### src/rtl/serial_add_ctrl.sv
// rtl/serial_add_ctrl.sv - bit-serial adder controller around one Full_adder (optional overflow output: SERIAL_ADD_OVF_EN)

// Single-bit full adder; the only arithmetic element in the serial datapath.
module Full_adder (
  input  logic a,
  input  logic b,
  input  logic cin,
  output logic sum,
  output logic cout
);
  assign sum  = a ^ b ^ cin;
  assign cout = (a & b) | (cin & (a ^ b));
endmodule

module serial_add_ctrl #(
  parameter int WIDTH = 3
) (
  input  logic             clk,
  input  logic             rst,
  input  logic             start,
  input  logic [WIDTH-1:0] A,
  input  logic [WIDTH-1:0] B,
  input  logic             Cin,
  output logic             busy,
  output logic             done,
  output logic [WIDTH-1:0] S,
`ifdef SERIAL_ADD_OVF_EN
  output logic             V,
`endif
  output logic             Cout
);

  localparam int CW = (WIDTH > 1) ? $clog2(WIDTH) : 1;

  typedef enum logic [1:0] {IDLE, RUN, DONE} state_t;

  state_t           state;
  state_t           state_nxt;
  logic [WIDTH-1:0] a_sh;
  logic [WIDTH-1:0] b_sh;
  logic [WIDTH-1:0] s_sh;
  logic [WIDTH-1:0] s_next;
  logic [CW-1:0]    cnt;
  logic             carry;
  logic             fa_sum;
  logic             fa_cout;
  logic             last_bit;

  Full_adder u_fa (
    .a    (a_sh[0]),
    .b    (b_sh[0]),
    .cin  (carry),
    .sum  (fa_sum),
    .cout (fa_cout)
  );

  assign last_bit = (cnt == CW'(WIDTH - 1));

  // Sum bits enter at the MSB so the LSB-first stream lands in natural order.
  generate
    if (WIDTH == 1) begin : g_s1
      assign s_next = fa_sum;
    end else begin : g_sn
      assign s_next = {fa_sum, s_sh[WIDTH-1:1]};
    end
  endgenerate

  // State register.
  always_ff @(posedge clk) begin
    if (rst) state <= IDLE;
    else     state <= state_nxt;
  end

  // Next-state decode and status outputs.
  always_comb begin
    state_nxt = state;
    busy      = 1'b0;
    done      = 1'b0;
    case (state)
      IDLE: if (start) state_nxt = RUN;
      RUN: begin
        busy = 1'b1;
        if (last_bit) state_nxt = DONE;
      end
      DONE: begin
        busy      = 1'b1;
        done      = 1'b1;
        state_nxt = IDLE;
      end
      default: state_nxt = IDLE;
    endcase
  end

  // Operand capture, one bit per RUN cycle, and result capture on the last bit.
  always_ff @(posedge clk) begin
    if (rst) begin
      a_sh  <= '0;
      b_sh  <= '0;
      s_sh  <= '0;
      carry <= 1'b0;
      cnt   <= '0;
      S     <= '0;
      Cout  <= 1'b0;
`ifdef SERIAL_ADD_OVF_EN
      V     <= 1'b0;
`endif
    end else begin
      case (state)
        IDLE: begin
          if (start) begin
            a_sh  <= A;
            b_sh  <= B;
            carry <= Cin;
            cnt   <= '0;
            s_sh  <= '0;
          end
        end
        RUN: begin
          s_sh  <= s_next;
          a_sh  <= a_sh >> 1;
          b_sh  <= b_sh >> 1;
          carry <= fa_cout;
          cnt   <= cnt + 1'b1;
          if (last_bit) begin
            S    <= s_next;
            Cout <= fa_cout;
`ifdef SERIAL_ADD_OVF_EN
            // carry here is the carry into the MSB position.
            V    <= carry ^ fa_cout;
`endif
          end
        end
        default: ;
      endcase
    end
  end

endmodule

### config.mk
export PLATFORM = sky130hd
export DESIGN_NAME = serial_add_ctrl
export DESIGN_NICKNAME = d
export VERILOG_FILES = /design/src/rtl/serial_add_ctrl.sv
export SDC_FILE = /design/constraint.sdc
export NUM_CORES = 1
export LEC_CHECK = 0
export BUFFER_PORTS_ARGS = -buffer_cell sky130_fd_sc_hd__clkbuf_2
export CAP_MARGIN = 20
export CELL_PAD_IN_SITES_DETAIL_PLACEMENT = 1
export CELL_PAD_IN_SITES_GLOBAL_PLACEMENT = 2
export CORE_MARGIN = 2
export CORE_UTILIZATION = 34
export DETAILED_ROUTE_END_ITERATION = 6
export PLACE_DENSITY_LB_ADDON = 0.1
export SLEW_MARGIN = 30
export SYNTH_ARGS = -nofsm -noshare
export SYNTH_HDL_FRONTEND = slang
export SYNTH_SLANG_ARGS = --single-unit
### constraint.sdc
create_clock -name clk -period 3.3 [get_ports clk]
set_input_delay 0.66 -clock clk [delete_from_list [all_inputs] [get_ports clk]]
set_output_delay 0.66 -clock clk [all_outputs]
set_load 0.02 [all_outputs]
## After elaboration in Yosys (flattened, before gate mapping)

Index checks and enable logic that the tools add are counted.
Widths: inputs -> output; s select.

| word-level totals | value |
|---|---|
| flip-flop bits (word level) | 18 |
| latch bits | 0 |
| memory bits (writable) | 0 |
| memory bits (read-only) | 0 |
| logic and storage cells | 40 |
| memories | 0 |

| cells by class | value |
|---|---|
| add/subtract/negate cells | 1 |
| $mul | 0 |
| div/mod/pow operators | 0 |
| magnitude comparators | 0 |
| eq/ne operators | 5 |
| shifts and indexed selects | 0 |
| mux-type cells | 15 |
| bitwise operators | 5 |
| reduce and logical (&&, ||, !) cells | 6 |

Operators with widths:

| operator | number |
|---|---|
| $pmux 3 s2 | 3 |
| $mux 3 | 3 |
| $pmux 2 s2 | 2 |
| $mux 2 | 3 |
| $reduce_and 2->1 | 3 |
| $eq 2x2->1 const B | 2 |
| $ne 2x2->1 const B | 2 |
| $mux 1 | 3 |
| $add 2x1->2 const B | 1 |
| $and 1x1->1 | 2 |
| $eq 2x1->1 const B | 1 |
| $logic_not 2->1 | 1 |
| $pmux 1 s2 | 1 |
| $reduce_bool 2->1 | 1 |
| $reduce_or 2->1 | 1 |
| $xor 1x1->1 | 2 |
| $or 1x1->1 | 1 |

## Depth between registers and ports, before layout

| depth | value |
|---|---|
| depth after elaboration | 4 |
| mapped depth | 6 |
| mapped depth without buffers | 5 |

## Cells and area by module

From an unflattened synthesis, not the netlist that was laid out.

| second synthesis, totals | value |
|---|---|
| cells, all modules | 88 |
| area, all modules | 810.8 um^2 |

By module, submodules not included:

| module | instances | cells each | area each (um^2) |
|---|---|---|---|
| serial_add_ctrl | 1 | 87 | 790.8 |
| Full_adder | 1 | 1 | 20.0 |

## Worst setup path before layout

OpenSTA, ideal clock, no wires.

| timing path | value |
|---|---|
| kind | reg-to-output |
| start | register state[0] |
| end | output busy |
| arrival | 751 ps |
| data required time | 2640 ps |
| setup slack | 1889 ps |
| stages on the path, launching flop included | 3 |
| path buffers | 0 |
| cells stage by stage | dfxtp_1 inv_1 ha_1 |

| on the way | value |
|---|---|
| word-level cells in the longest chain between the ends | 3 |

RTL lines:

| what | line | source |
|---|---|---|
| start: declaration | 37 | `state_t state;` |
| start signal: assignment | 71 | `else state <= state_nxt;` |
| $eq 2x1->1 / $eq 2x2->1 (equally long branches) | 79 | `case (state)` |
| $reduce_or 2->1 (no source line) (*) | - |  |
| $mux 1 (*) | 79 |  |
| end: declaration | 24 | `output logic busy,` |

Every way passes the cells marked *; elsewhere a longest branch is shown, timed or not.

## Worst setup path in the final report

Ends and elaborated chain as after synthesis.

==> qor.txt <==
PnR worst setup slack: 1.47 ns
H-tree Lvls: 1
Clock Skews: 0.00190 ns
library cell with the largest summed area after synthesis: dfxtp_1
total negative slack: 0 ns
Worst slew margin: 0.640
Core Box Area: 2250 um2
pin count of the biggest net entering global routing: 18
count of mapped cells out of synthesis: 84
Least-Margin Pin Slew: 0.526 ns
initial antenna violation count: 0
number of CTS-inserted buffers: 3
post-DP HPWL: 1.23 mm
Ant. Diodes: 0
CP startpoint: state[0]
endpoint class of the critical path: output pin
Worst Path Arrival: 1.17 ns
IO Pins: 16
count of input and output buffers: 15
WHS: 0.463 ns
Syn Area/Cell: 9.74 um2
final worst path period share: 0.554
chip width: 53.1 um
worst hold path cell count: 2
die footprint: 2820 um2
hold path startpoint: S[0]
maximum root-to-sink buffer count: 2
RR Startpoint: state[1]
Initial DRT Pass Iterations: 3
number of instances resized during post-cts repair: 0
critical path type: register to output pin
TritonCTS sink count: 17
FF-to-FF path depth: 6
row count: 17
first-pass GRT wire length: 2.79 mm
count of routing violations after the opening detailed-route iteration: 4
portion of synthesized cell area occupied by the leading cell type: 0.416
buffer cell driving the clock tree root: clkbuf_4
last weighted congestion value of the routability-driven placer: 0.678
Pins Over Slew Limit: 0
leakage power total: 0.375 nW
sequential share of the synthesized area: 0.416
clock input transition at the sequential cells of the worst setup and hold paths: 0.10 ns
distinct cell type count of the synthesized netlist: 22
global-route layer with the greatest usage: met2
Post-CTS Hold Buffers: 0
leading cell type in the layout, fill and taps excluded: dfxtp_1
main area contributors after synthesis: dfxtp_1, a211oi_2, mux2i_1
met3 Resource Use GR: 0.0508
# Max-Cap Violations: 0
reg-to-reg setup timing slack: 1.58 ns
worst min path class: register to register
status: completed
post-detailed-routing wire length: 1.65 mm
Chip Height: 53.1 um
global routing usage on met2: 0.215
PD cells: 464 nW/um2
kind of launch point of the worst setup path: register
met1 usage in global routing: 0.177
Setup Buffers After CTS: 0
Total Routing Usage GR: 0.138
Max IR drop VDD: 0.269 mV
total gr overflow: 0
number of global-route vias before repair: 590
routed vias: 629
worst setup slack after placement: 1.61 ns
Mapped Area: 818 um2
Initial Util: 0.363
Crit path required time: 2.64 ns
routed length per placed instance: 13.0 um
count of nets left with antenna violations after detail routing: 0
commonest non-fill, non-tap cells in the layout: dfxtp_1, clkbuf_2, a21oi_1
number of register bits inferred by synthesis: 17
FMAX: 547 MHz
Ys Warns: 0
DR vias/cell: 4.95
residual DRC count: 0
Filler cells: 287
fraction of layout instances using a drive strength above 1: 0.283
Post-Synthesis Net Count: 99
CTS tree: built
Worst-Skew Late Latency: 0.29 ns
count of endpoints failing hold in the final timing report: 0
minimum clock period after layout: 1.83 ns
area added between synthesis and finish: 12.5%
final setup vio count: 0
critical path peak fanout: 3
setup repair after global routing missed its margin: no
nets@finish: 115
[cell type report]
type | instances | area [um2] | area share
well taps | 28 | 35.0 | 0.0380
multi-input cells | 57 | 418 | 0.454
repair buffers | 16 | 82.6 | 0.0897
flip-flops and latches | 17 | 340 | 0.370
clock buffers | 4 | 26.3 | 0.0285
inverters | 5 | 18.8 | 0.0204
[layer usage]
metal	up-vias	share of wire	wire length (um)
li1	325	-	-
met1	292	0.49	807
met2	10	0.45	747
met3	2	0.046	76
met4	0	0.0085	14
met5	-	0	0
[state kept, by name (all words and copies together), names as in the netlist]
register  cells
Cout          1
S             3
a_sh          3
b_sh          3
carry         1
cnt           2
s_sh          2
state         2
[cell usage after synthesis]
cell,number
dfxtp_1,17
a21oi_1,9
nand2_1,8
mux2i_1,6
a211oi_2,5
inv_1,5
nand3_1,5
nor2_1,5
ha_1,4
a32oi_1,3
nor2_2,3
buf_2,2
nand2b_1,2
nand3b_1,2
a211oi_1,1
buf_1,1
buf_12,1
buf_4,1
fa_1,1
mux2_4,1
nor2b_1,1
nor3_1,1
[power by group]
group	switching, W	leakage, nW	internal [W]	total [W]
registers	0.00000926	0.139	0.000218	0.000227
clock network	0.0000658	0.0150	0.0000470	0.000113
logic	0.0000497	0.221	0.0000374	0.0000871
[worst max-delay path, cell delays in order (launching register included)]
cell and delay [ns]:
dfxtp_1 0.37, inv_1 0.07, ha_1 0.28, clkbuf_2 0.15
[cells by family (layout without fill, tap and decap cells)]
logic type / count (synthesis) / after routing / synth area share
AOI/OAI and AO/OA: 18 / 18 / 0.173
adders and majority gates: 5 / 5 / 0.0856
DFF: 17 / 17 / 0.416
buffers and inverters: 10 / 25 / 0.0734
muxes: 7 / 7 / 0.0917
and+or+nand+nor: 27 / 27 / 0.161
[final timing paths]
kind	endpoint
worst max register to register	cnt[0]
worst max-delay path	busy
worst min register to register	S[0]
worst min-delay path	S[0]
[through the flow]
step / total power, W / instances / utilization / instance area, um2
4_1_cts: 0.000436 / 127 / 0.408 / 921
3_5_place_dp: 0.000320 / 123 / 0.397 / 895
2_1_floorplan: 0.000306 / 84 / - / 818
6_report: 0.000427 / 127 / 0.408 / 921
5_1_grt: 0.000456 / 127 / 0.408 / 921
3_3_place_gp: 0.000320 / 123 / 0.397 / 895
Power figures use the tool's default switching activity.
